==> src/rtl/pe_seq_pkg.sv <==
// Shared types and defaults for the PE array sequencer and its run counter.
package pe_seq_pkg;

   typedef enum logic [1:0] {IDLE, LOAD, RUN, DONE} seq_state_t;

   localparam int CTRL_W_DEF = 8;
   localparam int CNT_W_DEF  = 8;
   localparam int NUM_PE_DEF = 4;

   // A single PE still needs a 1-bit index register.
   function automatic int idx_width(input int n);
      return (n > 1) ? $clog2(n) : 1;
   endfunction

endpackage

==> src/rtl/pe_array_sequencer_run_counter.sv <==
// Saturating down-counter for the compute phase: load, decrement, zero flag.
module run_counter
   import pe_seq_pkg::*;
#(
   parameter int CNT_W = CNT_W_DEF
) (
   input  logic             clock,
   input  logic             reset,
   input  logic             load,
   input  logic [CNT_W-1:0] load_val,
   input  logic             dec,
   output logic             zero
);

   logic [CNT_W-1:0] count_reg;

   always_ff @(posedge clock) begin
      if (!reset) begin
         count_reg <= '0;
      end else if (load) begin
         count_reg <= load_val;
      end else if (dec && (count_reg != '0)) begin
         count_reg <= count_reg - CNT_W'(1);
      end
   end

   assign zero = (count_reg == '0);

endmodule

==> src/rtl/pe_array_sequencer.sv <==
// Loads one control word per PE over a valid/ready stream, then enables the whole row for a
// programmed number of compute cycles and pulses done.
module pe_array_sequencer
   import pe_seq_pkg::*;
#(
   parameter int NUM_PE = NUM_PE_DEF,
   parameter int CTRL_W = CTRL_W_DEF,
   parameter int CNT_W  = CNT_W_DEF
) (
   input  logic              clock,
   input  logic              reset,
   input  logic              start,
   input  logic [CNT_W-1:0]  run_cycles,
   input  logic              abort,
   input  logic              cfg_valid,
   input  logic [CTRL_W-1:0] cfg_data,
   output logic              cfg_ready,
   output logic [CTRL_W-1:0] ctrl_out,
   output logic [NUM_PE-1:0] pe_en,
   output logic              busy,
   output logic              result_valid,
   output logic              done
);

   localparam int IDX_W = idx_width(NUM_PE);

   seq_state_t        state_reg;
   logic [IDX_W-1:0]  cfg_idx_reg;
   logic              run_en_reg;
   logic [NUM_PE-1:0] idx_onehot;
   logic              handshake;
   logic              last_pe;
   logic              cnt_load;
   logic              cnt_dec;
   logic              cnt_zero;

   assign cfg_ready = (state_reg == LOAD);
   assign handshake = cfg_valid && cfg_ready;
   assign last_pe   = (cfg_idx_reg == IDX_W'(NUM_PE - 1));
   assign cnt_load  = (state_reg == IDLE) && start;
   assign cnt_dec   = (state_reg == RUN) && !abort && !cnt_zero;

   generate
      for (genvar gi = 0; gi < NUM_PE; gi++) begin : g_onehot
         assign idx_onehot[gi] = (cfg_idx_reg == IDX_W'(gi));
      end
   endgenerate

   run_counter #(
      .CNT_W (CNT_W)
   ) u_run_counter (
      .clock    (clock),
      .reset    (reset),
      .load     (cnt_load),
      .load_val (run_cycles),
      .dec      (cnt_dec),
      .zero     (cnt_zero)
   );

   always_ff @(posedge clock) begin
      if (!reset) begin
         state_reg    <= IDLE;
         cfg_idx_reg  <= '0;
         run_en_reg   <= 1'b0;
         ctrl_out     <= '0;
         pe_en        <= '0;
         busy         <= 1'b0;
         result_valid <= 1'b0;
         done         <= 1'b0;
      end else begin
         pe_en        <= '0;
         run_en_reg   <= 1'b0;
         done         <= 1'b0;
         // Results appear one cycle after the operands are registered inside the PEs.
         result_valid <= run_en_reg;
         if (abort && (state_reg != IDLE)) begin
            state_reg    <= IDLE;
            cfg_idx_reg  <= '0;
            busy         <= 1'b0;
            result_valid <= 1'b0;
         end else begin
            case (state_reg)
               IDLE: begin
                  if (start) begin
                     cfg_idx_reg <= '0;
                     busy        <= 1'b1;
                     state_reg   <= LOAD;
                  end
               end
               LOAD: begin
                  if (handshake) begin
                     ctrl_out <= cfg_data;
                     pe_en    <= idx_onehot;
                     if (last_pe) begin
                        cfg_idx_reg <= '0;
                        state_reg   <= cnt_zero ? DONE : RUN;
                     end else begin
                        cfg_idx_reg <= cfg_idx_reg + IDX_W'(1);
                     end
                  end
               end
               RUN: begin
                  // One enable per remaining count; the zero check ends the phase.
                  if (!cnt_zero) begin
                     pe_en      <= '1;
                     run_en_reg <= 1'b1;
                  end else begin
                     state_reg <= DONE;
                  end
               end
               DONE: begin
                  done      <= 1'b1;
                  busy      <= 1'b0;
                  state_reg <= IDLE;
               end
               default: begin
                  state_reg <= IDLE;
                  busy      <= 1'b0;
               end
            endcase
         end
      end
   end

endmodule
==> config.mk <==
export PLATFORM = sky130hd
export DESIGN_NAME = pe_array_sequencer
export DESIGN_NICKNAME = d
export VERILOG_FILES = /design/src/rtl/pe_seq_pkg.sv /design/src/rtl/pe_array_sequencer_run_counter.sv /design/src/rtl/pe_array_sequencer.sv
export SDC_FILE = /design/constraint.sdc
export NUM_CORES = 1
export LEC_CHECK = 0
export CAP_MARGIN = 20
export CORE_MARGIN = 1
export CORE_UTILIZATION = 43
export CTS_CLUSTER_SIZE = 12
export DETAILED_ROUTE_END_ITERATION = 12
export GPL_ROUTABILITY_DRIVEN = 0
export PLACE_DENSITY = 0.83
export SYNTH_ARGS = -nofsm -noshare
export SYNTH_HDL_FRONTEND = slang
export SYNTH_SLANG_ARGS = --single-unit
==> constraint.sdc <==
create_clock -name clock -period 1.6 [get_ports clock]
set_input_delay 0.4 -clock clock [delete_from_list [all_inputs] [get_ports clock]]
set_output_delay 0.4 -clock clock [all_outputs]
set_load 0.03 [all_outputs]
Yosys cells after proc, flatten, opt, wreduce, memory -nomap -nowiden
Cells that the tools add are included.

cells by class
  add/sub/neg operators = 2
  reductions and logical operators = 22
  muxes and demuxes = 19
  equal/unequal tests = 10
  bitwise operators = 3

operators by type and width
  cell                                                    number
  two-way mux 8 bit                                       2
  two-way mux 2 bit                                       7
  equality test 2 bit (second input constant)             4
  zero test 8 bit                                         1
  two-way mux 4 bit                                       2
  case mux 2 bit (4 select lines)                         1
  case mux 4 bit (2 select lines)                         1
  nonzero test 2 bit                                      4
  nonzero test 8 bit                                      1
  subtractor 8 x 1 -> 8 bit (second input constant)       1
  logical AND 1 bit                                       6
  AND reduction 3 bit                                     2
  equality test 2 x 1 -> 1 bit (second input constant)    2
  zero test 2 bit                                         2
  two-way mux 1 bit                                       4
  inequality test 2 x 1 -> 1 bit (second input constant)  2
  inequality test 2 bit (second input constant)           2
  case mux 2 bit (2 select lines)                         1
  AND reduction 4 bit                                     1
  inverter 1 bit                                          3
  OR reduction 3 bit                                      1
  adder 2 x 1 -> 2 bit (second input constant)            1
  zero test 1 bit                                         2
  case mux 1 bit (2 select lines)                         1
  2 further kinds                                         2

word-level totals
  bits of input ports = 21
  output and inout port bits = 16
  word-level logic and storage cells = 65
  register bits = 28

Depth between registers and ports, before layout
Gate-level depths: netlist (run 1).

  word-level depth = 6
  gate-level depth with buffers = 8
  mapped depth without buffers = 6

Modules after synthesis
From an unflattened synthesis (run 1), not the netlist that was laid out.

second synthesis, totals
  cell total of the unflattened synthesis = 151
  area total of the unflattened synthesis = 1436.4 sq um

by module, submodules not included
  module              sequential area each (sq um)  instances  area each (sq um)  cells an instance
  pe_array_sequencer  400.4                         1          928.4              93
  run_counter         160.2                         1          508.0              58

Worst setup path before layout (run 1)
OpenSTA, ideal clock, no wires.

  path kind = register to register
  start point = register state_reg[1]
  end point = register ctrl_out[0]
  period minus slack after synthesis = 1.895 ns
  path buffers = 2
  setup slack = -0.295 ns
  arrival time = 1.778 ns
  stages on the path, launching flop included = 9
  setup time = 0.117 ns
  cell sequence = dfxtp_1 -> inv_1 -> ha_1 -> and2_1 -> clkbuf_1 -> and2_1 -> buf_2 -> mux2i_1 -> nor2_1

between the ends
  elaborated cells between the ends (all ways) = 6
  those cells by class = 1 x eq/ne; 1 x bitwise; 4 x reduce/logical

RTL lines
  item                             RTL line                  source
  from (decl)                      pe_array_sequencer.sv:27  seq_state_t state_reg;
  from (signal assigned)           pe_array_sequencer.sv:96  state_reg <= cnt_zero ? DONE : RUN;
  equality test 2 x 1 -> 1 bit *   pe_array_sequencer.sv:37  assign cfg_ready = (state_reg == LOAD);
  named net cfg_ready              pe_array_sequencer.sv:17  output logic cfg_ready,
  logical AND 1 bit                pe_array_sequencer.sv:38  assign handshake = cfg_valid && cfg_ready;
  AND reduction 3 bit (no line) *  n/a
  to (signal assigned)             pe_array_sequencer.sv:92  ctrl_out <= cfg_data;
  to (decl)                        pe_array_sequencer.sv:18  output logic [CTRL_W-1:0] ctrl_out,

The timed path passes the listed nets; every way through them passes the cells marked *.
A chain may end at the register's enable or synchronous reset.

Final worst setup path (run 1)
  start point = register u_run_counter.count_reg[0]
  end point = register state_reg[0]

between the ends
  longest elaborated chain between the ends = 5
  elaborated cells between the ends (all ways) = 7
  those cells by class = 1 x eq/ne; 4 x mux; 2 x reduce/logical

ends and longest elaborated chain
  item                             RTL line                              source
  from (decl)                      pe_array_sequencer_run_counter.sv:15  logic [CNT_W-1:0] count_reg;
  from (signal assigned)           pe_array_sequencer_run_counter.sv:21  count_reg <= load_val;
  from (signal assigned)           pe_array_sequencer_run_counter.sv:23  count_reg <= count_reg - CNT_W'(1);
  zero test 8 bit *                pe_array_sequencer_run_counter.sv:27  assign zero = (count_reg == '0);
  two-way mux 1 bit                pe_array_sequencer.sv:96
  two-way mux 2 bit                pe_array_sequencer.sv:94              if (last_pe) begin
  two-way mux 2 bit                pe_array_sequencer.sv:91              if (handshake) begin
  case mux 2 bit (4 select lines)  pe_array_sequencer.sv:82              case (state_reg)

Every way passes the cells marked *; elsewhere a longest branch is shown, timed or not. The select of a mux whose other input is x is not followed.

==> results of run 1 <==
[worst register-to-register path: cells and delay by family (launching register included)]
family / cells / cell delay [ns]
AND/OR/NAND/NOR: 1 / 0.51
adder cells (fa/ha/maj): 1 / 0.15
buffers and inverters: 1 / 0.07
flip-flops: 1 / 0.36
AO/OA/AOI/OAI: 3 / 0.53
[metrics by stage]
stage / cells / TNS, ns / power [uW]
floorplan: 158 / -0.0228 / 1850
global placement: 257 / -2.33 / 2410
detailed placement: 257 / -3.78 / 2490
CTS: 263 / -0.248 / 3020
global route: 262 / -0.769 / 3270
finish: 262 / -0.185 / 3080
[repair_timing]
action | CTS | global route
endpoints found under the setup margin | 35 | 19
pin swaps | 5 | 4
buffers inserted | 3 | 0
gates resized for setup | 25 | 7
[cell type report]
| cell class | count | area, sq um |
|---|---|---|
| timing repair buffer | 60 | 544 |
| clock buffer | 3 | 22.5 |
| clock inverter | 1 | 30.0 |
| sequential | 28 | 564 |
| multi-input combinational | 116 | 867 |
| tap | 44 | 55.1 |
| fill | 235 | 932 |
| inverter | 10 | 37.5 |
[layer usage]
| layer | vias up | part of all wire, % |
|---|---|---|
| met3 | 8 | 4.9 |
| met4 | 0 | 2.1 |
| met2 | 43 | 52 |
| met5 | - | 0 |
| met1 | 642 | 41 |
| li1 | 675 | - |
[placed cells by master (no fill, tap or decap), types with 3 or more instances in the layout]
cell type and count:
dfxtp_1 25, buf_4 23, clkdlybuf4s50_1 20, nor2_1 19, dlygate4sd2_1 15, nand2_1 12
mux2i_1 11, a21oi_1 11, o21ai_0 9, inv_1 7, nand3_1 5, ha_1 5
a31oi_1 4, ha_4 3, clkbuf_4 3, dfxtp_2 3
[worst min path at each step]
| stage | startpoint | to | slack, ns |
|---|---|---|---|
| 3_3_place_gp | run_en_reg | result_valid | 0.45 |
| 3_5_place_dp | run_en_reg | result_valid | 0.47 |
| 4_1_cts | run_en_reg | result_valid | 0.50 |
| 5_1_grt | run_en_reg | result_valid | 0.53 |
| 2_1_floorplan | run_en_reg | result_valid | 0.44 |
| 6_report | run_en_reg | result_valid | 0.50 |
[report_power, final]
part | leakage, uW | switching, uW | internal [uW] | total [uW]
registers | 0.000230 | 114 | 833 | 947
clock network | 0.0000279 | 211 | 254 | 465
logic | 0.000623 | 866 | 804 | 1670
[logic make-up after synthesis]
group	share of synthesized area (%)
muxes	7.92
and+or+nand+nor	21.5
buffers and inverters	3.87
DFF	40.3
AOI/OAI and AO/OA	17.0
xor gates and xnor gates	1.26
adders and majority gates	8.10
==> impl_results.md, run 1 <==
* Status: finished with violations
* Failing checks: setup timing
* Max clock buf depth at 2
* Final setup margin at -0.0637 ns
* Routed Antenna Nets at 0
* Lkg Pwr at between 0.0008 and 0.0009 uW
* Clk root buf: clkbuf_4
* Worst EP arrival at between 1.5 and 2 ns
* N_diodes at 0
* CTS Hold Bufs at 0
* CP Capture Point: state_reg[0]
* Vias at between 1000 and 1500
* Gr usage total at about a fifth
* Placement Cell Area at ~2000 sq um
* Via density at ~5.2
* Synth top area cells: dfxtp_1 40%, ha_1 8.1%, mux2i_1 7.9%, nor2_1 5.1%, a21oi_1 4.3%
* Gr busiest metal: met2
* Worst Hold Margin at ~0.5 ns
* Buf/Inv on CP at 1
* CP max stage delay at between 0.5 and 0.6 ns
* Mapped Area at about 1400 sq um
* Most instantiated cells after synthesis: 28 x dfxtp_1, 19 x nor2_1, 13 x nand2_1, 12 x a21oi_1, 11 x mux2i_1
* Synth warn at 0
* Synth cell types at 38
* Num rows at 20
* CTS sink cnt at 28
* Critical-path cell list: inv_2 > ha_4 > or4b_4 > o21ai_4 > o211ai_1 > a21oi_1
* Crit. Startpoint: u_run_counter.count_reg[0]
* Cts bufs inserted at 3
* EDFF count, synth at 0
* CP Launch Type: flip-flop
* HPWL reported at the end of detailed placement at around 2700 microns
* Met2 GRT Util at between 40 and 50%
* Minimum clock period at roughly 1.7 ns
* Main synth FF type: dfxtp_1
* Final Hold Fails at 0
* I/O Buffers at 36
* Clock slew at reported path FFs at 0.15 ns
* # DRC at 0
* Type of the most critical hold path: reg -> reg
* Final #Nets at about 250
* Synth Instances at around 160
* CP Capture Type: flip-flop
* Global-route wire length before repair at roughly 5700 microns
* Largest net degree at the start of global routing at 19
* CTS tree: yes
* #FFs+latches synth at 28
* Initial antenna violation count at 0
* Sequential share of the synthesized area at between 40% and 50%
* Pre-antenna DRT Iters at 4
* GR Overflow Total at 0
* GR Util met3 at approximately 3.1%
* Reg-to-reg setup timing slack at -0.06 ns
* Worst Skew at approximately 0.0094 ns
* Hold path depth at 1
* Initial Utilization at a little under half
* Final std cell area, no fill at roughly 2100 sq um
* Worst R2R Start: u_run_counter.count_reg[0]
* Area growth from synthesis to final layout at 52.6%
* Starting DRT DRC Count at 51
* Clk_lat worst skew at between 0.3 and 0.4 ns
* Mean post-synth cell area at just under 9 sq um
* Fin. max-slew vios at 0
* Worst slew pin tran at ~0.43 ns
* F_max at 0.601 GHz
* Core ar. at between 3000 and 4000 sq um
* Routed WL at ~3500 microns
* Worst EP required at roughly 1.9 ns
* Slowest CP cell: or4b_4
* Crit path max fanout at 5
* Final Core Density at between 60% and 70%
* RSZ-0062 raised after global routing: true
* Reg2Reg Depth at 6
* Fraction of layout cells with a size suffix above 1 at a little under a quarter
* Most common cell in the netlist: dfxtp_1
* Critical path depth in cells at 6
* CP delay by family, top: compound AO/OA/AOI/OAI gates
* Relative slew slack at a little over two thirds
* H-tree Lvls at 1
* Peak VDD IR at a little under 0.0008 V
* Die H at a little under 60 microns
* Syn Nets at 188
* Kind of critical path: reg -> reg
* DIE WIDTH at 58.9 microns
* Worst slack at placement at -0.320 ns
* Final setup fails at 9
* Max_cap viols at 0
* WL per Instance at 13.3 microns
* Final period util at 104%
* # IOs at 37
* Pwr Density at approximately 1500 nW/um^2
* Reg2reg end: state_reg[0]
* Largest area contributor in the netlist: dfxtp_1
* Global Route met1 Usage at 23.1%
* Vias in the first global route at 1339
* Post-synth top area share at between 40 and 50%
* Die area at approximately 3500 sq um
* Post-synth ARST share at 0%
Power figures use the tool's default switching activity.
==> run 2, diff against run 1 <==
--- a/config.mk
+++ b/config.mk
@@ -6,12 +6,14 @@
 export NUM_CORES = 1
 export LEC_CHECK = 0
 export CAP_MARGIN = 20
+export CELL_PAD_IN_SITES_DETAIL_PLACEMENT = 2
+export CELL_PAD_IN_SITES_GLOBAL_PLACEMENT = 2
 export CORE_MARGIN = 1
-export CORE_UTILIZATION = 43
-export CTS_CLUSTER_SIZE = 12
+export CORE_UTILIZATION = 25
+export CTS_CLUSTER_SIZE = 20
 export DETAILED_ROUTE_END_ITERATION = 12
 export GPL_ROUTABILITY_DRIVEN = 0
-export PLACE_DENSITY = 0.83
+export PLACE_DENSITY = 0.82
 export SYNTH_ARGS = -nofsm -noshare
 export SYNTH_HDL_FRONTEND = slang
 export SYNTH_SLANG_ARGS = --single-unit
==> constraint.sdc (replaced) <==
create_clock -name clock -period 1.6 [get_ports clock]
set_input_delay 0.16 -clock clock [delete_from_list [all_inputs] [get_ports clock]]
set_output_delay 0.16 -clock clock [all_outputs]
set_load 0.03 [all_outputs]
==> impl_results.md, run 2 (synthesized netlist as in run 1, its figures left out) <==
* Status: finished with violations
* Failing checks: setup timing
* Pwr Density at 1440 nW/um^2 (-0.65%)
* Reg2reg end: state_reg[0]
* Reg2Reg Depth at 6 (unchanged)
* Area growth from synthesis to final layout at 56.4%
* Initial Utilization at 26.5% (-19 points)
* Minimum clock period at 1.65 ns (-0.0151 ns)
* Area taken by multi-input logic gates at 866 sq um (-0.14%)
* Routed WL at 4220 microns (+21%)
* GR Overflow Total at 0 (unchanged)
* H-tree Lvls at 1 (unchanged)
* Vias in the first global route at 1480 (+11%)
* F_max at 0.607 GHz (+0.92%)
* Gr usage total at 14.9% (-6.4 points)
* Critical-path cell list: inv_2 > ha_4 > or4b_4 > o21ai_4 > o211ai_1 > a21oi_1
* CTS tree: yes
* Final #Nets at 249 (unchanged)
* Overall Power at 3140 uW (+1.9%)
* Worst slew pin tran at 0.444 ns (+0.00954 ns)
* Clk root buf: clkbuf_8
* Via density at 4.83 (-7.5%)
* Pre-antenna DRT Iters at 3 (-1)
* Fin. max-slew vios at 0 (unchanged)
* Filler cell count at 598 (+150%)
* Max_cap viols at 0 (unchanged)
* Final setup margin at -0.0486 ns (+0.0151 ns)
* Relative slew slack at 70.2% (-0.64 points)
* Final Hold Fails at 0 (unchanged)
* I/O Buffers at 36 (unchanged)
* Clk_lat worst skew at 0.27 ns (-0.07 ns)
* CP Capture Point: state_reg[0]
* Final period util at 103% (-0.94 points)
* Starting DRT DRC Count at 17 (-67%)
* Initial antenna violation count at 0 (unchanged)
* Commonest non-fill, non-tap cells in the layout: 35 x clkdlybuf4s50_1, 25 x dfxtp_1, 22 x buf_4
* Final setup fails at 5 (-4)
* HPWL reported at the end of detailed placement at 3330 microns (+25%)
* Peak VDD IR at 0.000565 V (-27%)
* Commonest non-fill, non-tap cell in the layout: clkdlybuf4s50_1
* Worst EP arrival at 1.85 ns (-0.08 ns)
* Die H at 76.6 microns (+30%)
* # DRC at 0 (unchanged)
* Num rows at 26 (+30%)
* N_diodes at 0 (unchanged)
* Worst EP required at 1.80 ns (-0.07 ns)
* Largest net degree at the start of global routing at 19 (unchanged)
* Crit. Startpoint: u_run_counter.count_reg[0]
* Global-route wire length before repair at 7180 microns (+26%)
* Kind of critical path: reg -> reg
* CP max stage delay at 0.51 ns (about the same)
* CP Capture Type: flip-flop
* # IOs at 37 (unchanged)
* RSZ-0062 raised after global routing: true
* CTS sink cnt at 28 (unchanged)
* Slowest CP cell: or4b_4
* Vias at 1391 (+1.7%)
* Type of the most critical hold path: reg -> reg
* Max clock buf depth at 2 (unchanged)
* CP Launch Type: flip-flop
* Core ar. at 5240 sq um (+72%)
* Fraction of layout cells with a size suffix above 1 at 22.5% (-1.4 points)
* Worst slack at placement at -0.111 ns (+0.210 ns)
* Crit path max fanout at 5 (unchanged)
* Die area at 5860 sq um (+69%)
* CTS Hold Bufs at 0 (unchanged)
* WL per Instance at 14.7 microns (+10%)
* Lkg Pwr at 0.000819 uW (-7.0%)
* Worst R2R Start: u_run_counter.count_reg[0]
* Register area at 564 sq um (unchanged)
* Cts bufs inserted at 3 (unchanged)
* DIE WIDTH at 76.6 microns (+30%)
* Worst Skew at 0.00440 ns (-0.00498 ns)
* Clock slew at reported path FFs at 0.10 ns (-0.05 ns)
* Reg-to-reg setup timing slack at -0.05 ns (+0.02 ns)
* Routed Antenna Nets at 0 (unchanged)
-- run 2: changes by cell type in the layout (fill, tap and decap cells not counted), sizes merged --
cell / delta
buf: -1
bufinv: -1
clkbuf: +1
clkdlybuf4s50: +15
dlygate4sd2: -14
-- run 2: what timing repair did --
action | CTS | global route
pin swaps | 5 | 6
setup buffers | 0 | 1
gates resized for setup | 10 | 7
setup endpoints to repair | 21 | 22
-- run 2: worst min-delay path by stage --
stage / from / endpoint / slack [ns] / cells past startpoint
floorplan: cfg_data[0] / ctrl_out[0] / 0.31 / 2
global placement: run_en_reg / result_valid / 0.44 / 1
detailed placement: run_en_reg / result_valid / 0.46 / 1
CTS: run_cycles[0] / u_run_counter.count_reg[0] / 0.49 / 3
global route: run_cycles[0] / u_run_counter.count_reg[0] / 0.50 / 3
finish: run_en_reg / result_valid / 0.48 / 1
-- run 2: report_power, final --
part / internal [uW] / switching [uW] / leakage (uW) / total [uW]
clock: 220 / 226 / 0.0000288 / 446
combinational: 840 / 910 / 0.000561 / 1750
sequential: 833 / 111 / 0.000230 / 943
total: 1890 / 1250 / 0.000819 / 3140
-- run 2: routing by layer --
layer	global-route usage, %	up-vias	wire length [microns]
met5	0	-	0
met4	2.31	0	38
met1	18.3	682	1880
met3	1.92	4	136
li1	-	675	-
met2	27.9	30	2170
-- run 2: area by class of cell --
class                           instances  area share (%)
Timing Repair Buffer                   60            25.9
Multi-Input combinational cell        116            39.8
Sequential cell                        28            25.9
Inverter                               10            1.73
Tap cell                               70            4.03
Clock buffer                            4            2.53
-- run 2: worst max-delay path: cells and delay by family (launching register included) --
family / cells / cell delay (ns)
DFF: 1 / 0.34
adders and majority gates: 1 / 0.14
AOI/OAI and AO/OA: 3 / 0.52
buffers and inverters: 1 / 0.06
and+or+nand+nor: 1 / 0.51
-- run 2: per-stage QoR --
step                      TNS (ns)  instances  utilization, %  hold slack (ns)  cell area (sq um)
final                      -0.0993        288            41.5            0.481               2170
after global routing        -0.632        288            41.5            0.503               2170
after global placement      -0.184        286            39.4            0.445               2060
after detailed placement    -0.510        286            39.4            0.455               2060
after floorplan            -0.0228        158               -            0.307               1420
after CTS                   -0.178        288            40.9            0.486               2140
==> run 3, diff against run 2 <==
--- a/config.mk
+++ b/config.mk
@@ -9,11 +9,12 @@
 export CELL_PAD_IN_SITES_DETAIL_PLACEMENT = 2
 export CELL_PAD_IN_SITES_GLOBAL_PLACEMENT = 2
 export CORE_MARGIN = 1
-export CORE_UTILIZATION = 25
+export CORE_UTILIZATION = 26
+export CTS_BUF_LIST = sky130_fd_sc_hd__clkbuf_4
 export CTS_CLUSTER_SIZE = 20
 export DETAILED_ROUTE_END_ITERATION = 12
 export GPL_ROUTABILITY_DRIVEN = 0
-export PLACE_DENSITY = 0.82
+export PLACE_DENSITY = 0.85
 export SYNTH_ARGS = -nofsm -noshare
 export SYNTH_HDL_FRONTEND = slang
 export SYNTH_SLANG_ARGS = --single-unit
==> impl_results.md, run 3 (synthesized netlist as in run 1, its figures left out) <==
* Fraction of layout cells with a size suffix above 1 at 25.4% (+3.0 points)
* Worst Skew at 0.00433 ns (-0.0000660 ns)
* Commonest non-fill, non-tap cells in the layout: 31 x clkdlybuf4s50_1, 31 x buf_4, 24 x dfxtp_1
* # DRC at 0 (unchanged)
* DIE WIDTH at 75.1 microns (-1.9%)
* Status: finished with violations
* Worst slew pin tran at 0.416 ns (-0.0280 ns)
* Global Route met1 Usage at 17.9% (-0.45 points)
* Clock slew at reported path FFs at 0.16 ns (+0.06 ns)
* RSZ-0062 raised after global routing: true
* Worst slack at placement at -0.206 ns (-0.0947 ns)
* Crit path max fanout at 4 (-1)
* GR Overflow Total at 0 (unchanged)
* Die area at 5640 sq um (-3.7%)
* Via density at 4.74 (-1.8%)
* CTS tree: yes
* Filler cell count at 590 (-1.3%)
* Clk_lat worst skew at 0.33 ns (+0.06 ns)
* Minimum clock period at 1.65 ns (-0.00195 ns)
* Area growth from synthesis to final layout at 57.9%
* Gr busiest metal: met2
* GR Util met3 at 2.14% (+0.23 points)
* Final #Nets at 255 (+2.4%)
* Worst EP required at 1.87 ns (+0.07 ns)
* Final period util at 103% (-0.12 points)
* Routed Antenna Nets at 0 (unchanged)
* H-tree Lvls at 1 (unchanged)
* Pwr Density at 1440 nW/um^2 (about the same)
* Max_cap viols at 0 (unchanged)
* Largest net degree at the start of global routing at 17 (-2)
* Gr usage total at 16.0% (+1.1 points)
* Failing checks: setup timing
* Kind of critical path: reg -> reg
* Vias at 1394 (+0.22%)
* Final setup fails at 9 (+4)
* Clk root buf: clkbuf_4
* I/O Buffers at 36 (unchanged)
* Cts bufs inserted at 3 (unchanged)
* Relative slew slack at 72.1% (+1.9 points)
* Worst EP arrival at 1.92 ns (+0.07 ns)
* CTS sink cnt at 28 (unchanged)
* WL per Instance at 14.3 microns (-2.6%)
* Worst Hold Margin at 0.431 ns (-0.0498 ns)
* Final cell count without fillers at 294 (+2.1%)
* Starting DRT DRC Count at 21 (+4)
* Final Hold Fails at 0 (unchanged)
* # IOs at 37 (unchanged)
* Type of the most critical hold path: in -> reg
* Final setup margin at -0.0467 ns (+0.00195 ns)
* Die H at 75.1 microns (-1.9%)
* Fin. max-slew vios at 0 (unchanged)
* CP Launch Type: flip-flop
* Met2 GRT Util at 31.9% (+4.0 points)
* CP Capture Type: flip-flop
* Max clock buf depth at 2 (unchanged)
* Area taken by multi-input logic gates at 858 sq um (-0.87%)
* HPWL reported at the end of detailed placement at 3340 microns (+0.19%)
* Final Core Density at 42.7% (+1.2 points)
* Lkg Pwr at 0.000901 uW (+10%)
* Num rows at 26 (unchanged)
* Pre-antenna DRT Iters at 4 (+1)
* F_max at 0.607 GHz (+0.12%)
* Core ar. at 5140 sq um (-1.9%)
* Initial Utilization at 27.0% (+0.50 points)
* Vias in the first global route at 1432 (-3.2%)
* Routed WL at 4200 microns (-0.52%)
* Global-route wire length before repair at 6790 microns (-5.4%)
* Overall Power at 3170 uW (+0.86%)
* N_diodes at 0 (unchanged)
* Peak VDD IR at 0.000497 V (-12%)
* Register area at 566 sq um (+0.22%)
* Placed instance count at 289 (+1.0%)
* Initial antenna violation count at 0 (unchanged)
[run 3: cell types whose count changed in the layout (fill, tap and decap cells not counted), sizes merged]
cell / before / now
buf: 24 / 31
bufinv: 0 / 1
clkbuf: 4 / 3
clkdlybuf4s50: 35 / 31
dlygate4sd2: 1 / 0
dlymetal6s2s: 0 / 4
[run 3: metal layers]
layer | share of wire, % | wire length [microns]
met3 | 3.0 | 126
met2 | 54 | 2270
met5 | 0 | 0
met1 | 42 | 1770
met4 | 0.67 | 28
[run 3: path summary, 6_finish.rpt]
kind                                   start                          to  slack (ns)  depth (start not counted)
setup / recovery  u_run_counter.count_reg[1]  u_run_counter.count_reg[7]       -0.05                          7
hold / removal                 run_cycles[0]  u_run_counter.count_reg[0]        0.43                          3
setup reg to reg  u_run_counter.count_reg[1]  u_run_counter.count_reg[7]       -0.05                          7
hold reg to reg                   run_en_reg                result_valid        0.50                          1
[run 3: report_power, final]
group          internal, uW  switching [uW]  total [uW]
Combinational           837             910        1750
Sequential              836             115         951
Clock                   253             216         470
Total                  1930            1240        3170
[run 3: worst max-delay path: stages, from the launching register on]
cell,delay (ns)
dfxtp_2,0.36
inv_2,0.06
ha_4,0.14
nor4b_4,0.37
a2111oi_4,0.13
buf_4,0.17
a31o_1,0.19
a31oi_1,0.16
[run 3: final cells by class]
cell class | count | area share, %
well taps | 70 | 3.99
inverters | 10 | 1.71
flip-flops and latches | 28 | 25.8
clock inverters | 1 | 1.37
repair buffers | 66 | 27.0
multi-input cells | 116 | 39.1
clock buffers | 3 | 1.03
[run 3: timing repair]
action                                 4_1_cts  5_1_grt
setup endpoints to repair                   23       19
pin swaps                                    3        2
endpoints found under the hold margin        0        0
hold buffers                                 0        0
resized for setup                           17        7
setup buffers                                1        1
[run 3: per-stage QoR]
| step | TNS, ns | area [sq um] |
|---|---|---|
| finish | -0.184 | 2190 |
| global route | -0.963 | 2190 |
| CTS | -0.261 | 2160 |
| detailed placement | -2.35 | 2060 |
| global placement | -0.564 | 2060 |
| floorplan | -0.0228 | 1420 |
